==> src/rtl/rect_rom_arbiter.sv <==
// Round-robin sharing of one rectangle-ROM read port among N_REQ requesters.
// A tag FIFO remembers who issued each in-flight read so in-order ROM data is routed back.
module rect_rom_arbiter #(
  parameter int N_REQ   = 4,
  parameter int W_ADDR  = 14,
  parameter int W_DATA  = 5,
  parameter int MAX_OUT = 4
) (
  input  logic                    clk,
  input  logic                    rst,
  input  logic [N_REQ-1:0]        req_valid,
  output logic [N_REQ-1:0]        req_ready,
  input  logic [N_REQ*W_ADDR-1:0] req_addr,
  output logic [N_REQ-1:0]        rsp_valid,
  input  logic [N_REQ-1:0]        rsp_ready,
  output logic [W_DATA-1:0]       rsp_data,
  output logic                    mem_addr_valid,
  input  logic                    mem_addr_ready,
  output logic [W_ADDR-1:0]       mem_addr_data,
  input  logic                    mem_data_valid,
  output logic                    mem_data_ready,
  input  logic [W_DATA-1:0]       mem_data,
  output logic                    err
);

  localparam int W_TAG = $clog2(N_REQ);
  localparam int W_CNT = $clog2(MAX_OUT) + 1;
  localparam int W_FP  = $clog2(MAX_OUT);
  localparam logic [W_TAG:0]   N_SUM   = (W_TAG+1)'(N_REQ);
  localparam logic [W_TAG-1:0] LAST    = W_TAG'(N_REQ - 1);
  localparam logic [W_CNT-1:0] CNT_MAX = W_CNT'(MAX_OUT);

  logic [W_TAG-1:0] rr_ptr;
  logic [W_TAG-1:0] grant;
  logic [W_TAG-1:0] head;
  logic [W_TAG:0]   sum;
  logic             any_valid;
  logic             has_room;
  logic             not_empty;
  logic             issue_fire;
  logic             rsp_fire;
  logic [W_CNT-1:0] count;
  logic [W_FP-1:0]  wr_ptr;
  logic [W_FP-1:0]  rd_ptr;
  logic [W_TAG-1:0] tag_mem [MAX_OUT];

  // First valid requester scanning upward from rr_ptr, wrapping mod N_REQ.
  always_comb begin
    grant     = rr_ptr;
    any_valid = 1'b0;
    sum       = '0;
    for (int k = 0; k < N_REQ; k++) begin
      sum = {1'b0, rr_ptr} + (W_TAG+1)'(k);
      if (sum >= N_SUM) sum = sum - N_SUM;
      if (!any_valid && req_valid[sum[W_TAG-1:0]]) begin
        grant     = sum[W_TAG-1:0];
        any_valid = 1'b1;
      end
    end
  end

  // Handshakes: a transfer happens on a rising edge where valid && ready; valid never
  // waits on ready, and a stalled grantee keeps its grant because rr_ptr only moves on fire.
  assign has_room       = (count < CNT_MAX);
  assign not_empty      = (count != '0);
  assign mem_addr_valid = any_valid && has_room;
  assign mem_addr_data  = req_addr[int'(grant)*W_ADDR +: W_ADDR];
  assign issue_fire     = mem_addr_valid && mem_addr_ready;
  assign head           = tag_mem[rd_ptr];
  assign rsp_data       = mem_data;
  // With nothing outstanding, stray ROM data is swallowed and flagged via err.
  assign mem_data_ready = not_empty ? rsp_ready[head] : 1'b1;
  assign rsp_fire       = mem_data_valid && mem_data_ready && not_empty;

  always_comb begin
    req_ready = '0;
    rsp_valid = '0;
    if (any_valid && has_room && mem_addr_ready) req_ready[grant] = 1'b1;
    if (mem_data_valid && not_empty)             rsp_valid[head]  = 1'b1;
  end

  always_ff @(posedge clk or negedge rst) begin
    if (!rst) begin
      rr_ptr <= '0;
      count  <= '0;
      wr_ptr <= '0;
      rd_ptr <= '0;
      err    <= 1'b0;
    end else begin
      if (issue_fire) begin
        rr_ptr <= (grant == LAST) ? '0 : grant + 1'b1;
        wr_ptr <= wr_ptr + 1'b1;
      end
      if (rsp_fire) rd_ptr <= rd_ptr + 1'b1;
      case ({issue_fire, rsp_fire})
        2'b10:   count <= count + 1'b1;
        2'b01:   count <= count - 1'b1;
        default: count <= count;
      endcase
      if (mem_data_valid && !not_empty) err <= 1'b1;
    end
  end

  // Tag storage needs no reset; only entries between rd_ptr and wr_ptr are ever read.
  always_ff @(posedge clk) begin
    if (issue_fire) tag_mem[wr_ptr] <= grant;
  end

endmodule
==> config.mk <==
export PLATFORM = sky130hd
export DESIGN_NAME = rect_rom_arbiter
export DESIGN_NICKNAME = d
export VERILOG_FILES = /design/src/rtl/rect_rom_arbiter.sv
export SDC_FILE = /design/constraint.sdc
export NUM_CORES = 1
export LEC_CHECK = 0
export ABC_CLOCK_PERIOD_IN_PS = 7500
export CORE_MARGIN = 2
export CORE_UTILIZATION = 30
export CTS_CLUSTER_DIAMETER = 30
export DETAILED_ROUTE_END_ITERATION = 16
export GPL_ROUTABILITY_DRIVEN = 0
export HOLD_SLACK_MARGIN = 0.1
export PLACE_DENSITY = 0.69
export SLEW_MARGIN = 0
export SYNTH_ARGS = -nofsm -noshare
export SYNTH_HDL_FRONTEND = slang
export SYNTH_SLANG_ARGS = --single-unit
export TNS_END_PERCENT = 50
==> constraint.sdc <==
create_clock -name clk -period 7.5 [get_ports clk]
set_clock_uncertainty 0.05 [all_clocks]
set_input_delay 1.5 -clock clk [delete_from_list [all_inputs] [get_ports clk]]
set_output_delay 1.5 -clock clk [all_outputs]
set_load 0.02 [all_outputs]
Word-level counts from Yosys, hierarchy flattened

Memory sizes are Yosys's and may differ from the RTL's.
Index checks and enable logic that the tools add are counted.
W data, S select, Z words.

Bits of input ports: 73
Output and inout bits: 30
Memories kept: 1
Register bits after elaboration: 10
Logic and storage cells: 86
RAM bits: 8

Memories:

| memory  | depth | width | rd ports | clocked after memory_dff | wr ports | line | text |
|---|---|---|---|---|---|---|---|
| tag_mem | 4     | 2     | 1        | 0                        | 1        | 45   | `logic [W_TAG-1:0] tag_mem [MAX_OUT];` |

Shifts and indexed selects: 1
Multiply operators: 1
Multiplexer cells: 33
Reduce and logical (&&, ||, !) cells: 17
$lt $le $gt $ge: 13
$add $sub $neg: 12
Eq/ne operators: 3

Operator list:

| kind                  | count |
|---|---|
| $shiftx A56 B7 Y14    | 1 |
| $lt A2 B3 Y1 const B  | 6 |
| $mux W2               | 9 |
| $mux W1               | 14 |
| $logic_and A1 B1 Y1   | 11 |
| $bmux W1 S2           | 5 |
| $ge A3 B3 Y1 const B  | 3 |
| $mux W4               | 2 |
| $sub A2 B1 Y2 const B | 4 |
| $add A2 B1 Y2 const B | 3 |
| $add A2 B2 Y3 const B | 2 |
| $pmux W3 S2           | 1 |
| $mul A2 B3 Y5 const B | 1 |
| $demux W1 S2          | 2 |
| $eq A2 B2 Y1 const B  | 2 |
| $ge A2 B1 Y1 const B  | 2 |
| $logic_not A1 Y1      | 4 |
| $add A2 B1 Y3 const B | 1 |
| $add A3 B1 Y3 const B | 1 |
| $ge A2 B3 Y1 const B  | 1 |
| $lt A3 B3 Y1 const B  | 1 |
| $reduce_bool A3 Y1    | 1 |
| $sub A3 B1 Y3 const B | 1 |
| $eq A2 B1 Y1 const B  | 1 |
| $reduce_bool A2 Y1    | 1 |

Longest topological paths before layout

Gate-level depths: netlist (run 1).

Depth after elaboration: 19
Mapped depth: 11
Gate-level depth less buffers: 10

Least setup slack after synthesis (run 1)

No wires, ideal clock.

Path kind: input -> output
Start point: in req_valid[3]
End point: out req_ready[1]
Buffers on the path: 1
Data arrival time: 2.976 ns
Required time: 5.950 ns
Stages: 8
Path slack: 2.974 ns
Path through: inv_1 > o21a_1 > a21oi_1 > o221ai_2 > buf_2 > inv_1 > ha_1 > and3_1

Word-level cells in the longest chain between the ends: 17
Elaborated cells on any way between the ends: 30
Classes of those cells: 2 x order compare; 19 x mux; 9 x reduce/logical

Ends and longest elaborated chain:

| element                                                            | line | text |
|---|---|---|
| start, declared                                                    | 11   | `input logic [N_REQ-1:0] req_valid,` |
| $bmux W1 S2                                                        | 55   | `if (!any_valid && req_valid[sum[W_TAG-1:0]]) begin` |
| $mux W1 (not written as such)                                      | 55   |  |
| $mux W1                                                            | 55   |  |
| $logic_not A1 Y1                                                   | 55   |  |
| $logic_and A1 B1 Y1                                                | 55   |  |
| $mux W1                                                            | 55   |  |
| $logic_not A1 Y1                                                   | 55   |  |
| $logic_and A1 B1 Y1                                                | 55   |  |
| (+2 left out)                                                      | n/a  |  |
| $logic_and A1 B1 Y1                                                | 55   |  |
| $mux W2 (*)                                                        | 55   |  |
| named net grant[0]                                                 | 34   | `logic [W_TAG-1:0] grant;` |
| $lt A2 B3 Y1 (not written as such) or $ge A2 B1 Y1 (tied branches) | 78   | `if (any_valid && has_room && mem_addr_ready) req_ready[grant] = 1'b1;` |
| $logic_and A1 B1 Y1 (not written as such)                          | 78   |  |
| $mux W1 (not written as such)                                      | 78   |  |
| $demux W1 S2 (*)                                                   | 78   |  |
| $mux W4 (*)                                                        | 78   |  |
| end, declared                                                      | 12   | `output logic [N_REQ-1:0] req_ready,` |

The timed path passes the listed nets; every way through them passes the cells marked *. The select of a mux whose other input is x is not followed.

Worst setup path after layout (run 1)

Start point: in req_valid[1]
End point: out req_ready[1]

Word-level cells in the longest chain between the ends: 17
Elaborated cells on any way between the ends: 30
Classes of those cells: 2 x order compare; 19 x mux; 9 x reduce/logical

Ends and longest elaborated chain:

| element                                                            | line |
|---|---|
| $bmux W1 S2                                                        | 55 |
| $mux W1 (not written as such)                                      | 55 |
| $mux W1                                                            | 55 |
| $logic_not A1 Y1                                                   | 55 |
| $logic_and A1 B1 Y1                                                | 55 |
| $mux W1                                                            | 55 |
| $logic_not A1 Y1                                                   | 55 |
| $logic_and A1 B1 Y1                                                | 55 |
| $mux W1                                                            | 55 |
| $logic_not A1 Y1                                                   | 55 |
| $logic_and A1 B1 Y1                                                | 55 |
| $mux W2                                                            | 55 |
| $lt A2 B3 Y1 (not written as such) or $ge A2 B1 Y1 (tied branches) | 78 |
| $logic_and A1 B1 Y1 (not written as such)                          | 78 |
| $mux W1 (not written as such)                                      | 78 |
| $demux W1 S2                                                       | 78 |
| $mux W4 (*)                                                        | 78 |

Mark *: on every way between the ends. The rest lies on a longest branch, timed or not. The select of a mux whose other input is x is not followed.

==> impl_results.md, run 1 <==
- Status: completed
- Vias per cell: 4.50
- First-pass GRT wire length: 6.10 mm
- Yosys warning total: 0
- Post-CTS Hold Buffers: 0
- Seq/Total Area, Yosys: 31.6%
- Syn nets: 229
- Peak VDD IR: 145 uV
- Most area-hungry cell type in the Yosys netlist: mux2i_1
- Rel. slew slack: 39.6%
- Row Count: 26
- Main combinational cell family by area after synthesis: multiplexers
- Yosys cell types: 36
- Post-CTS Setup Bufs: 0
- CP startpoint kind: primary input
- Area of the multi-input gates: 957 um2
- Largest net degree at the start of global routing: 36
- DRT Pass-1 Iters: 2
- Global route total overflow: 0
- Power per cell area: 310 nW/um2
- CTS H-Tree Depth: 1
- CTS Buffer Depth: 2
- Initial DRC count: 60
- HPWL Detailed: 3.03 mm
- Leak: 1.12 nW
- Share of cells above drive strength 1: 5.60%
- # fillers: 493
- Synth Area in Adders: 8.53%
- Placed Area: 2500 um2
- Commonest non-fill, non-tap cell in the layout: clkdlybuf4s50_1
- #FFs+latches synth: 18
- # diodes: 0
- Fin Hold WS: 0.407 ns
- Syn Inst Count: 146
- Clk Latency, worst-skew pair: 0.25 ns
- Synth area leaders: mux2i_1, dfrtp_1, edfxtp_1
- Synth Area in Simple Gates: 10.1%
- WL/cell: 12.1 um
- WP data arrival: 4.19 ns
- I/O pin count: 103
- Root buf cell: clkbuf_8
- Core ar.: 5040 um2
- Commonest non-fill, non-tap cells in the layout: clkdlybuf4s50_1, mux2i_1, inv_1, dfrtp_1, ha_1
- Slew Limit Fails: 0
- Tmin final: 5.74 ns
- Reg area: 490 um2
- Final setup fails: 0
- Max Cap Viol: 0
- Clock slew at reported path FFs: 0.07 ns
- PortBufs: 92
- TritonCTS clock tree: built
- DIE AREA: 5770 um2
- Die width: 76.0 um
- Final hold vios: 0
- Post-Syn Area: 1550 um2
- Number of nets in the layout: 316
- Syn Area/Cell: 10.6 um2
- Starting Density: 30.8%
- Vert. Die Dim: 76.0 um
- Fmax: 174 MHz
- Final wirelength: 3.66 mm
- Initial antenna violation count: 0
- Critical path peak fanout: 35
- Vias: 1360
- Critical path type: in2out
- Vias in the first global route: 1364
- Clock sink count: 18
- RSZ-0062 raised after global routing: false
- Crit path capture type: output port
- Mux contribution to synthesized area: 32.9%
- # DRC: 0
- Pwr Total: 0.000794 W
- Yosys top cell area share: 28.3%
- Worst Max-Slew Pin Slew: 0.906 ns
- Cell area after layout: 2560 um2
- Inserted Clock Buffers: 3
- Fin crit share: 76.5%
- Critical Path RT: 5.95 ns
- Gr usage total: 12.8%
- Post-CTS resize count: 0
- Min-Delay Path Class: reg2reg
- ANT nets after route: 0
- Compound-Gate Fraction of Synth Area: 6.68%
- Layout area overhead: 64.7%
- Final TNS setup: 0 ns
- Xor/xnor share of the synthesized area: 3.38%
[cell type report]
type | count | area share [%]
inverter | 11 | 1.61
clock buffer | 4 | 2.15
tap | 70 | 3.42
multi-input combinational | 106 | 37.4
sequential | 18 | 19.2
timing repair buffer | 93 | 36.3
[flip-flops by register name (all words and copies together), names as in the netlist]
name / cells
err: 1
rr_ptr: 2
wr_ptr: 2
count: 3
rd_ptr: 2
tag_mem: 8
[kinds of logic (layout without fill, tap and decap cells)]
| group | count (synthesis) | count (layout) |
|---|---|---|
| compound gates | 14 | 14 |
| xor+xnor | 6 | 6 |
| fa+ha+maj | 10 | 10 |
| buf+inv | 22 | 108 |
| flops | 18 | 18 |
| mux | 48 | 48 |
| simple gates | 28 | 28 |
[cell usage after synthesis, drive strengths merged]
cell and count:
mux2i 45, inv 11, buf 10, dfrtp 10
ha 9, and3 8, edfxtp 8, nand2 5
nor2 5, a21oi 3, o21ai 3, xnor2 3
xor2 3, mux4 2, nor2b 2, o22ai 2
or2 2, a211o 1, a21o 1, and2 1
and2b 1, clkbuf 1, fa 1, mux2 1
nor3 1, nor3b 1, nor4 1, o21a 1
o221ai 1, o22a 1, o31ai 1, or2b 1
[through the flow]
stage                     utilization, %  instances  setup slack, ns
after floorplan                        -        146             2.97
after global placement              49.7        298             1.81
after detailed placement            49.7        298             1.76
after CTS                           50.8        302             1.75
after global routing                50.8        302             1.59
final                               50.8        302             1.76
[metal layers]
metal / track usage, % / vias up / wire length, um
li1: - / 690 / -
met1: 13.8 / 594 / 1470
met2: 21.9 / 72 / 1700
met3: 5.69 / 4 / 450
met4: 5.64 / 0 / 46
met5: 0 / - / 0
[worst paths after layout]
check	cells after the start	slack [ns]	start	to
worst max-delay path	8	1.76	req_valid[1]	req_ready[1]
worst min-delay path	1	0.41	err	err
worst max register to register	9	4.82	rd_ptr[0]	count[2]
worst min register to register	1	0.41	err	err
max in group asynchronous	1	5.59	rst	count[0]
min in group asynchronous	1	1.50	rst	wr_ptr[1]
[where the power goes]
| group | leakage (nW) | switching, W | internal, W |
|---|---|---|---|
| combinational | 0.899 | 0.000264 | 0.000276 |
| clock | 0.0288 | 0.0000318 | 0.0000467 |
| sequential | 0.189 | 0.0000322 | 0.000143 |
[worst max-delay path, cell delays in order]
cell and delay [ns]:
clkdlybuf4s50_1 0.51, nor3b_1 0.23, a211o_1 0.13, o22a_2 0.74, inv_1 0.15, ha_1 0.22, and3_1 0.16, clkdlybuf4s50_1 0.53
No activity file was read; power rests on OpenSTA's default activity.
==> run 2, diff against run 1 <==
--- a/config.mk
+++ b/config.mk
@@ -5,7 +5,7 @@
 export SDC_FILE = /design/constraint.sdc
 export NUM_CORES = 1
 export LEC_CHECK = 0
-export ABC_CLOCK_PERIOD_IN_PS = 7500
+export ABC_CLOCK_PERIOD_IN_PS = 5400
 export CORE_MARGIN = 2
 export CORE_UTILIZATION = 30
 export CTS_CLUSTER_DIAMETER = 30
==> constraint.sdc (replaced) <==
create_clock -name clk -period 5.4 [get_ports clk]
set_clock_uncertainty 0.05 [all_clocks]
set_input_delay 1.08 -clock clk [delete_from_list [all_inputs] [get_ports clk]]
set_output_delay 1.08 -clock clk [all_outputs]
set_load 0.02 [all_outputs]
==> run 2 against run 1 <==
Non-clock buffer count stayed put. Final cell count did not move. Largest power group unchanged. Critical endpoint unchanged. Power increased by 39%. Core utilization about the same. Sequential power is 38% higher. Final area barely moved. Via count up 1.4%. Global-route usage rose by 0.082 points. Highest routed layer unchanged. Sequential share of layout area is essentially flat.
==> impl_results.md, run 2 (same netlist as run 1, synthesis figures left out) <==
- Status: completed
- CTS H-Tree Depth: 1 (unchanged)
- Clock sink count: 18 (unchanged)
- Root buf cell: clkbuf_8
- Vias per cell: 4.57 (+1.4%)
- Largest Register: tag_mem
- Initial DRC count: 44 (-27%)
- Row Count: 26 (unchanged)
- # fillers: 466 (-5.5%)
- Critical Path RT: 4.27 ns (-1.68 ns)
- Grt peak-use layer: met2
- Final hold vios: 0 (unchanged)
- I/O pin count: 103 (unchanged)
- Global route total overflow: 0 (unchanged)
- Final wirelength: 3.72 mm (+1.6%)
- Final setup fails: 0 (unchanged)
- Grt met1 use: 14.1% (+0.25 points)
- Power per cell area: 429 nW/um2 (+38%)
- Worst Max-Slew Pin Slew: 0.894 ns (-0.0128 ns)
- Post-CTS resize count: 0 (unchanged)
- Crit path capture type: output port
- Share of cells above drive strength 1: 5.17% (-0.43 points)
- Grt met2 use: 23.0% (+1.2 points)
- Max FFs per register: 8 (unchanged)
- DIE AREA: 5770 um2 (unchanged)
- CTS Buffer Depth: 2 (unchanged)
- Slew Limit Fails: 0 (unchanged)
- PortBufs: 92 (unchanged)
- TritonCTS clock tree: built
- Vias: 1379 (+1.4%)
- First-pass GRT wire length: 6.15 mm (+0.90%)
- DRT Pass-1 Iters: 4 (+2)
- Starting Density: 30.8% (unchanged)
- Post-CTS Hold Buffers: 0 (unchanged)
- Core ar.: 5040 um2 (unchanged)
- Final Non-Filler Cells: 302 (unchanged)
- Clock slew at reported path FFs: 0.07 ns (about the same)
- Leak: 1.12 nW (about the same)
- Max Cap Viol: 0 (unchanged)
- Critical path peak fanout: 35 (unchanged)
- Reg2Reg Setup Slack: 2.71 ns (-2.11 ns)
- Final TNS setup: 0 ns (unchanged)
- Inserted Clock Buffers: 3 (unchanged)
- # diodes: 0 (unchanged)
- Die width: 76.0 um (unchanged)
- Peak VDD IR: 228 uV (+57%)
- Min-Delay Path Class: reg2reg
- Biggest regs: tag_mem: 8 flops, count: 3 flops
- Tmin final: 4.90 ns
- ANT nets after route: 0 (unchanged)
- Clk Latency, worst-skew pair: 0.25 ns (about the same)
- Critical path type: in2out
- Pwr Total: 0.00110 W (+39%)
- Number of nets in the layout: 316 (unchanged)
- Commonest non-fill, non-tap cell in the layout: clkdlybuf4s50_1
- Vias in the first global route: 1384 (+1.5%)
- Initial antenna violation count: 0 (unchanged)
- Post-route setup slack: 0.497 ns (-1.27 ns)
- Layout area overhead: 64.9% (about the same)
- Gr usage total: 12.9% (+0.082 points)
- Largest net degree at the start of global routing: 36 (unchanged)
- Vert. Die Dim: 76.0 um (unchanged)
- RSZ-0062 raised after global routing: false
- Placed Cells: 298 (unchanged)
- Post-layout util: 50.8% (about the same)
- M3 GR Usage: 5.57% (-0.12 points)
- Post-CTS Setup Bufs: 0 (unchanged)
- Fin crit share: 90.8%
- Rel. slew slack: 40.4% (+0.85 points)
- WP data arrival: 3.77 ns (-0.42 ns)
- Dpl ws: 0.458 ns (-1.30 ns)
- CP startpoint kind: primary input
- # DRC: 0 (unchanged)
- WL/cell: 12.3 um (+1.6%)
- Fmax: 204 MHz
- HPWL Detailed: 3.11 mm (+2.7%)
- Commonest non-fill, non-tap cells in the layout: clkdlybuf4s50_1, mux2i_1, inv_1, dfrtp_1, ha_1
run 2: changes by cell type in the layout (fill, tap and decap cells not counted):
cell / delta
buf_12: +1
buf_4: -1
clkbuf_8: -1
clkinv_1: +1
run 2: area by class of cell:
type / count / area, um2 / share of cell area (%)
multi-input combinational: 106 / 957 / 37.4
timing repair buffer: 93 / 941 / 36.7
sequential: 18 / 490 / 19.1
tap: 70 / 87.6 / 3.42
clock buffer: 3 / 41.3 / 1.61
inverter: 11 / 41.3 / 1.61
clock inverter: 1 / 3.75 / 0.146
run 2: report_power, final:
group | internal [W] | leakage, nW | switching, W
logic | 0.000392 | 0.904 | 0.000372
registers | 0.000199 | 0.189 | 0.0000427
clock network | 0.0000505 | 0.0231 | 0.0000436
total | 0.000642 | 1.12 | 0.000458
run 2: through the flow:
stage / hold slack [ns] / area, um2
global route: 0.436 / 2560
finish: 0.406 / 2560
global placement: 0.393 / 2520
floorplan: 0.431 / 1550
CTS: 0.413 / 2560
detailed placement: 0.398 / 2520
run 2: path summary, 6_finish.rpt:
path                               from           end  depth (start not counted)
setup reg to reg              rd_ptr[0]      count[2]                          9
min in group asynchronous           rst     rd_ptr[1]                          1
max in group asynchronous           rst     wr_ptr[1]                          1
hold reg to reg                     err           err                          1
setup / recovery           req_valid[1]  req_ready[1]                          8
hold / removal                      err           err                          1
run 2: layer usage:
metal | part of all wire [%] | wire (um)
met1 | 39 | 1440
met2 | 50 | 1850
met5 | 0 | 0
met3 | 11 | 410
met4 | 0.48 | 18
run 2: critical path, stage by stage:
cell and delay [ns]:
clkdlybuf4s50_1 0.51, nor3b_1 0.23, a211o_1 0.13, o22a_2 0.73, inv_1 0.15, ha_1 0.23, and3_1 0.16, clkdlybuf4s50_1 0.53
==> run 3, diff against run 2 <==
--- a/config.mk
+++ b/config.mk
@@ -9,6 +9,7 @@
 export CORE_MARGIN = 2
 export CORE_UTILIZATION = 30
 export CTS_CLUSTER_DIAMETER = 30
+export CTS_CLUSTER_SIZE = 28
 export DETAILED_ROUTE_END_ITERATION = 16
 export GPL_ROUTABILITY_DRIVEN = 0
 export HOLD_SLACK_MARGIN = 0.1
==> results of run 3 <==
Final layout, timing and power as in run 2 (identical DEF).
